`src/rtl/cpu_defs.sv`:
```
// Shared definitions for the fetch / decode front end of the 5-stage core.
package cpu_defs;

   // D-stage branch/jump operation codes
   localparam logic [2:0] BR_NONE = 3'b000;
   localparam logic [2:0] BR_BEQ  = 3'b001;
   localparam logic [2:0] BR_BNE  = 3'b010;
   localparam logic [2:0] BR_BGEZ = 3'b011;
   localparam logic [2:0] BR_BLTZ = 3'b100;
   localparam logic [2:0] BR_J    = 3'b101;
   localparam logic [2:0] BR_JR   = 3'b110;
   localparam logic [2:0] BR_RSVD = 3'b111;

   localparam logic [31:0] RESET_PC_DEF = 32'h0000_3000;
   localparam logic [31:0] NOP          = 32'h0000_0000;

   // Word-scaled, sign-extended 16-bit branch displacement
   function automatic logic [31:0] branch_off(input logic [15:0] imm);
      return {{14{imm[15]}}, imm, 2'b00};
   endfunction

endpackage

```
`src/rtl/npc_calc.sv`:
```
// Combinational next-PC resolution for the instruction sitting in D.
module npc_calc
   import cpu_defs::*;
(
   input  logic [31:0] pc_f,
   input  logic [31:0] pc_d,
   input  logic [25:0] instr_idx,
   input  logic [2:0]  br_op,
   input  logic        equal,
   input  logic        bge,
   input  logic [31:0] jr_target,
   output logic        taken,
   output logic [31:0] target,
   output logic [31:0] next_pc,
   output logic        addr_err
);

   logic [31:0] br_tgt;
   logic [31:0] j_tgt;
   logic [31:0] seq_pc;

   // Decode the branch op into a taken flag and its target, then pick next PC
   always_comb begin
      br_tgt = pc_d + 32'd4 + branch_off(instr_idx[15:0]);
      j_tgt  = {pc_d[31:28], instr_idx, 2'b00};
      seq_pc = pc_f + 32'd4;
      taken  = 1'b0;
      target = br_tgt;
      case (br_op)
         BR_BEQ:  taken = equal;
         BR_BNE:  taken = ~equal;
         BR_BGEZ: taken = bge;
         BR_BLTZ: taken = ~bge;
         BR_J: begin
            taken  = 1'b1;
            target = j_tgt;
         end
         BR_JR: begin
            taken  = 1'b1;
            target = jr_target;
         end
         BR_NONE, BR_RSVD: taken = 1'b0;
         default:          taken = 1'b0;
      endcase
      next_pc  = taken ? target : seq_pc;
      // Misaligned target is only flagged; the PC still takes it as-is
      addr_err = taken && (target[1:0] != 2'b00);
   end

endmodule

```
`src/rtl/fetch_npc_unit.sv`:
```
// Fetch PC register and IF/ID pipeline register with D-stage redirect.
module fetch_npc_unit
   import cpu_defs::*;
#(
   parameter logic [31:0] RESET_PC   = RESET_PC_DEF,
   parameter bit          DELAY_SLOT = 1'b1
) (
   input  logic        clk,
   input  logic        rst_n,
   input  logic [31:0] instr_f,
   input  logic        stall,
   input  logic [2:0]  br_op,
   input  logic        equal,
   input  logic        bge,
   input  logic [31:0] jr_target,
   output logic [31:0] pc_f,
   output logic [31:0] instr_d,
   output logic [31:0] pc_d,
   output logic [31:0] pc8_d,
   output logic        taken_d,
   output logic        addr_err
);

   logic [31:0] pc_q;
   logic [31:0] instr_q;
   logic [31:0] pcd_q;
   logic [31:0] target;
   logic [31:0] next_pc;

   npc_calc u_npc_calc (
      .pc_f      (pc_q),
      .pc_d      (pcd_q),
      .instr_idx (instr_q[25:0]),
      .br_op     (br_op),
      .equal     (equal),
      .bge       (bge),
      .jr_target (jr_target),
      .taken     (taken_d),
      .target    (target),
      .next_pc   (next_pc),
      .addr_err  (addr_err)
   );

   // PC and IF/ID advance together unless stalled; a stalled branch re-resolves later
   always_ff @(posedge clk or negedge rst_n) begin
      if (!rst_n) begin
         pc_q    <= RESET_PC;
         instr_q <= NOP;
         pcd_q   <= RESET_PC;
      end else if (!stall) begin
         pc_q    <= next_pc;
         pcd_q   <= pc_q;
         // Without a delay slot the wrong-path fetch is squashed to a nop
         instr_q <= (!DELAY_SLOT && taken_d) ? NOP : instr_f;
      end
   end

   // Register outputs and link address
   always_comb begin
      pc_f    = pc_q;
      instr_d = instr_q;
      pc_d    = pcd_q;
      pc8_d   = pcd_q + 32'd8;
   end

   logic unused_target;
   assign unused_target = ^target;

endmodule
```
`config.mk`:
```
export PLATFORM = sky130hd
export DESIGN_NAME = fetch_npc_unit
export DESIGN_NICKNAME = d
export VERILOG_FILES = /design/src/rtl/cpu_defs.sv /design/src/rtl/npc_calc.sv /design/src/rtl/fetch_npc_unit.sv
export SDC_FILE = /design/constraint.sdc
export NUM_CORES = 1
export LEC_CHECK = 0
export BUFFER_PORTS_ARGS = -buffer_cell sky130_fd_sc_hd__buf_2
export CORE_UTILIZATION = 43
export DETAILED_ROUTE_END_ITERATION = 8
export HOLD_SLACK_MARGIN = 0.15
export PLACE_DENSITY = 0.73
export SYNTH_ARGS = -nofsm -noshare
export SYNTH_HDL_FRONTEND = slang
export SYNTH_SLANG_ARGS = --single-unit
```
`constraint.sdc`:
```
create_clock -name clk -period 4.67 [get_ports clk]
set_input_delay 0.7005 -clock clk [delete_from_list [all_inputs] [get_ports clk]]
set_output_delay 0.7005 -clock clk [all_outputs]
set_load 0.005 [all_outputs]
```
== After elaboration in Yosys (flattened, before gate mapping) ==
Index checks and enable logic that the tools add are counted.
W data, S select, Z words.

* Equality and inequality tests: 7
* Bitwise logic cells: 2
* Reductions and logical operators: 5
* Add/subtract/negate cells: 4
* Multiplexer cells: 3

{| class="wikitable"
|+ Operators with widths
! cell !! count
|-
| $add A32 B3 Y32 const B || 2
|-
| $pmux W32 S2 || 1
|-
| $add A32 B32 Y32 || 1
|-
| $add A32 B4 Y32 const B || 1
|-
| $mux W32 || 1
|-
| $eq A3 B3 Y1 const B || 4
|-
| $eq A3 B2 Y1 const B || 2
|-
| $pmux W1 S6 || 1
|-
| $reduce_or A2 Y1 || 2
|-
| $eq A3 B1 Y1 const B || 1
|-
| $logic_not A3 Y1 || 1
|-
| $not A1 Y1 || 2
|-
| $reduce_bool A2 Y1 || 1
|-
| $logic_and A1 B1 Y1 || 1
|}

* Input bits: 72
* Output and inout bits: 130
* Flip-flop bits (word level): 96

== Depth between registers and ports, before layout ==
* Word-level depth: 5
* Depth in mapped cells: 12
* Mapped depth without buffers: 12

== Cells and area by module ==
From an unflattened synthesis, not the netlist that was laid out.

* Cell total of the unflattened synthesis: 786
* Area total of the unflattened synthesis: 7606.0 um2

{| class="wikitable"
|+ By module, submodules not included
! module !! cells an instance !! times used !! area each (um2)
|-
| fetch_npc_unit || 288 || 1 || 4136.5
|-
| npc_calc || 498 || 1 || 3469.6
|}

== Least setup slack after synthesis ==
Ideal clock, no wire load.

* Path kind: register to register
* Start point: register instr_q[15] (netlist: instr_d[15])
* End point: register pc_q[30] (netlist: pc_f[30])
* Buffers on the path: 0
* Period minus slack after synthesis: 2941 ps
* Arrival: 2849 ps
* Slack: 1729 ps
* Stages on the path, launching flop included: 10
* Library setup time: 92 ps
* Cell sequence: dfrtp_1 ha_1 ha_1 a21oi_1 a21boi_2 nor3_1 or4_1 o221a_1 o21a_1 o31ai_2

* Longest elaborated chain between the ends: 3

{| class="wikitable"
|+ RTL lines
! what !! RTL line !! source
|-
| start: declaration || fetch_npc_unit.sv:25 || <nowiki>logic [31:0] instr_q;</nowiki>
|-
| start signal: assignment || fetch_npc_unit.sv:54 || <nowiki>instr_q <= (!DELAY_SLOT && taken_d) ? NOP : instr_f;</nowiki>
|-
| $add A32 B32 Y32 || npc_calc.sv:24 || <nowiki>br_tgt = pc_d + 32'd4 + branch_off(instr_idx[15:0]);</nowiki>
|-
| $pmux W32 S2 || npc_calc.sv:29 || <nowiki>case (br_op)</nowiki>
|-
| $mux W32 || npc_calc.sv:45 || <nowiki>next_pc = taken ? target : seq_pc;</nowiki>
|-
| end signal: assignment || fetch_npc_unit.sv:51 || <nowiki>pc_q <= next_pc;</nowiki>
|-
| end: declaration || fetch_npc_unit.sv:24 || <nowiki>logic [31:0] pc_q;</nowiki>
|}

No other way between the ends.
A chain may end at the register's enable or synchronous reset.

== Worst setup path in the final report ==
* Start point: register pcd_q[12] (netlist: pc_d[12])
* End point: output port pc8_d[26]

* Longest elaborated chain between the ends: 1

{| class="wikitable"
|+ RTL lines
! what !! RTL line !! source
|-
| start: declaration || fetch_npc_unit.sv:26 || <nowiki>logic [31:0] pcd_q;</nowiki>
|-
| start signal: assignment || fetch_npc_unit.sv:52 || <nowiki>pcd_q <= pc_q;</nowiki>
|-
| $add A32 B4 Y32 || fetch_npc_unit.sv:63 || <nowiki>pc8_d = pcd_q + 32'd8;</nowiki>
|-
| end: declaration || fetch_npc_unit.sv:19 || <nowiki>output logic [31:0] pc8_d,</nowiki>
|}

No other way between the ends.

==> metrics.yaml <==
arrival_ns: 3.14
rows: 48
rsz0062_at_grt: "no"
cts_buffers: 9
drtPass1Iterations: 7
power.internal_mw: 3.06
die_area_sq_um: 18100
vias_per_cell: 5.92
hold_viol_final: 0
fin_skew_ns: 0.00532
gp_congestion: 0.901
post_drt_wl_per_cell_um: 18.8
synthArstFlopShare_pct: 100
overflow: 0
cts_tree: "done"
drc: 0
critPathMaxFanout: 5
ys.flop_type: "dfrtp_1"
ys_ff_latch: 96
dpl_worst_slack_ns: 1.13
ir_worst_vdd_uv: 367
switching_share_pct: 47.6
fin_crit_ns: 3.84
post-route-util_pct: 52.1
cts_resized: 0
path_clk_slew_ns: 0.07
hpwl_um: 17400
grt_max_degree: 65
finalWirelength_um: 23300
area_delta_synth_final_pct: 18.7
root_buffer: "clkbuf_16"
worstSetupEndpointType: "primary output"
syn_avg_cell_area_sq_um: 8.96
post-cts-setup-buffers: 0
ys_seq_area_share_pct: 31.9
grt_pass1_vias: 7025
worstPathRequired_ns: 3.97
initialDrtViolationCount: 616
antenna_left: 0
syn_inst: 843
p_total_mw: 5.85
die_width_um: 135
tightest_slew_ns: 0.888
clockBufferDepth: 2
yosysUniqueCellTypes: 76
finalMaxSlewViolations: 0
initial_utilization_pct: 43.8
antenna_found_initial: 2
syn_nets: 975
synth_edf_count: 0
critical_path_class: "register to primary output"
max_freq_ghz: 0.261
nNetsFinal: 1142
final.fill_count: 1658
hp-class: "primary input to asynchronous set/reset pin"
via_count: 7354
slew_headroom_pct: 40.2
yosysWarnings: 0
insertion_delay_ns: 0.35
tns_ns: 0
port_buffers: 201
p_per_area_nw_per_um2: 652
clock-sinks: 96
period_share_pct: 82.1
setup_viol: 0
drive_above_1_share_pct: 30.4
core_area_sq_um: 17200
ios: 202
pwr-share-clk_pct: 12.8
htree_num_levels: 3
cap_violations: 0
start_kind: "register"
p_seq_share_pct: 28.9
p_leak_nw: 3.96
pwr-share-comb_pct: 58.3
grt_pass1_wl_um: 37100
syn_area_sq_um: 7560
dieHeight_um: 135
grtUsageTotal_pct: 25.9
cts-hold-fix-buffers: 0
status: "finished clean"
setup_slack_ns: 0.834
power_switching_mw: 2.79
==> registers in the layout, summed over array words and instances (netlist names) <==
signal / count
pc_f: 32
pc_d: 32
instr_d: 32
==> layout by cell type, fill, tap and decap left out, types with 6 or more instances in the layout <==
master and n:
buf_2 199, dfrtp_1 92, a21oi_1 70, nand2_1 62
mux2_2 62, ha_1 59, nor2_1 52, o21ai_0 51
nand3_1 39, xnor2_1 35, inv_1 27, nand4_1 21
a221oi_1 16, nor3_1 15, xor2_1 14, and3_1 11
a211oi_1 11, o22ai_1 9, clkbuf_16 9, a22oi_1 8
buf_4 8, o221ai_1 7, o21bai_1 7, a21o_1 7
o211ai_1 7, a31oi_1 7, nand2b_1 6, and2_1 6
a221o_1 6
==> metal layers <==
layer | wire length, um | track usage, % | vias up
met5 | 0 | 0 | -
met4 | 304 | 6.24 | 0
met3 | 1590 | 3.83 | 22
met2 | 10800 | 42.3 | 298
met1 | 10700 | 36.1 | 3530
li1 | - | - | 3504
==> worst max-delay path: stages, from the launching register on <==
cell and delay, ns:
dfstp_2 0.58, nand4_1 0.11, nor4_1 0.75, and4_1 0.40, nor2b_1 0.26, nor2b_1 0.31, nand2_1 0.11, xnor2_1 0.14
buf_2 0.13
==> cells in the mapped netlist, types with 5 or more instances <==
cell type	count	area [sq um]
dfrtp_1	92	2300
a21oi_1	70	350
mux2_2	62	698
nand2_1	62	233
ha_1	59	738
nor2_1	52	195
o21ai_0	51	255
nand3_1	39	195
xnor2_1	35	307
clkbuf_1	27	101
inv_1	27	101
nand4_1	21	131
buf_2	17	85.1
a221oi_1	16	140
nor3_1	15	75.1
xor2_1	14	123
a211oi_1	11	82.6
and3_1	11	68.8
o22ai_1	9	56.3
a22oi_1	8	60.1
a21o_1	7	52.6
a31oi_1	7	43.8
o211ai_1	7	52.6
o21bai_1	7	52.6
o221ai_1	7	61.3
a221o_1	6	60.1
and2_1	6	37.5
nand2b_1	6	37.5
nor4_1	5	31.3
o21a_1	5	37.5
==> worst paths after layout <==
kind,from,endpoint,slack (ns),cells past startpoint
setup / recovery,pc_d[12],pc8_d[26],0.83,8
hold / removal,rst_n,pc_d[17],0.47,1
setup reg to reg,pc_d[3],pc_f[25],1.30,10
hold reg to reg,instr_d[27],instr_d[27],0.51,1
max in group asynchronous,rst_n,pc_d[12],3.23,2
min in group clk,instr_d[27],instr_d[27],0.51,1
==> through the flow <==
stage          cells  instance area, sq um  hold WS (ns)
2_1_floorplan    843                  7560         0.405
3_3_place_gp    1224                  8670         0.483
3_5_place_dp    1224                  8670         0.491
4_1_cts         1240                  8970         0.503
5_1_grt         1241                  8970         0.535
6_report        1242                  8970         0.470
==> cell families after synthesis <==
family	share of synthesized area, %
AOI/OAI and AO/OA	21.6
and+or+nand+nor	16.7
DFF	31.9
buffers and inverters	4.42
muxes	9.64
adders and majority gates	10.0
xor gates and xnor gates	5.68
==> layout make-up <==
type                    instances  area [sq um]  share of cell area, %
well taps                     225           282                   3.14
flip-flops and latches         96          2410                   26.8
repair buffers                207          1060                   11.8
clock buffers                  12           267                   2.97
inverters                      29           109                   1.21
clock inverters                 4          27.5                  0.307
multi-input cells             667          4820                   53.7
diodes                          2          5.00                 0.0558
==> power by group through the flow <==
stage	clock (mW)	sequential [mW]	combinational, mW
6_report	0.747	1.69	3.41
5_1_grt	0.792	1.75	3.79
4_1_cts	0.765	1.68	3.39
3_5_place_dp	0	1.70	3.36
3_3_place_gp	0	1.68	3.35
2_1_floorplan	0	1.54	2.35
Power figures use the tool's default switching activity.
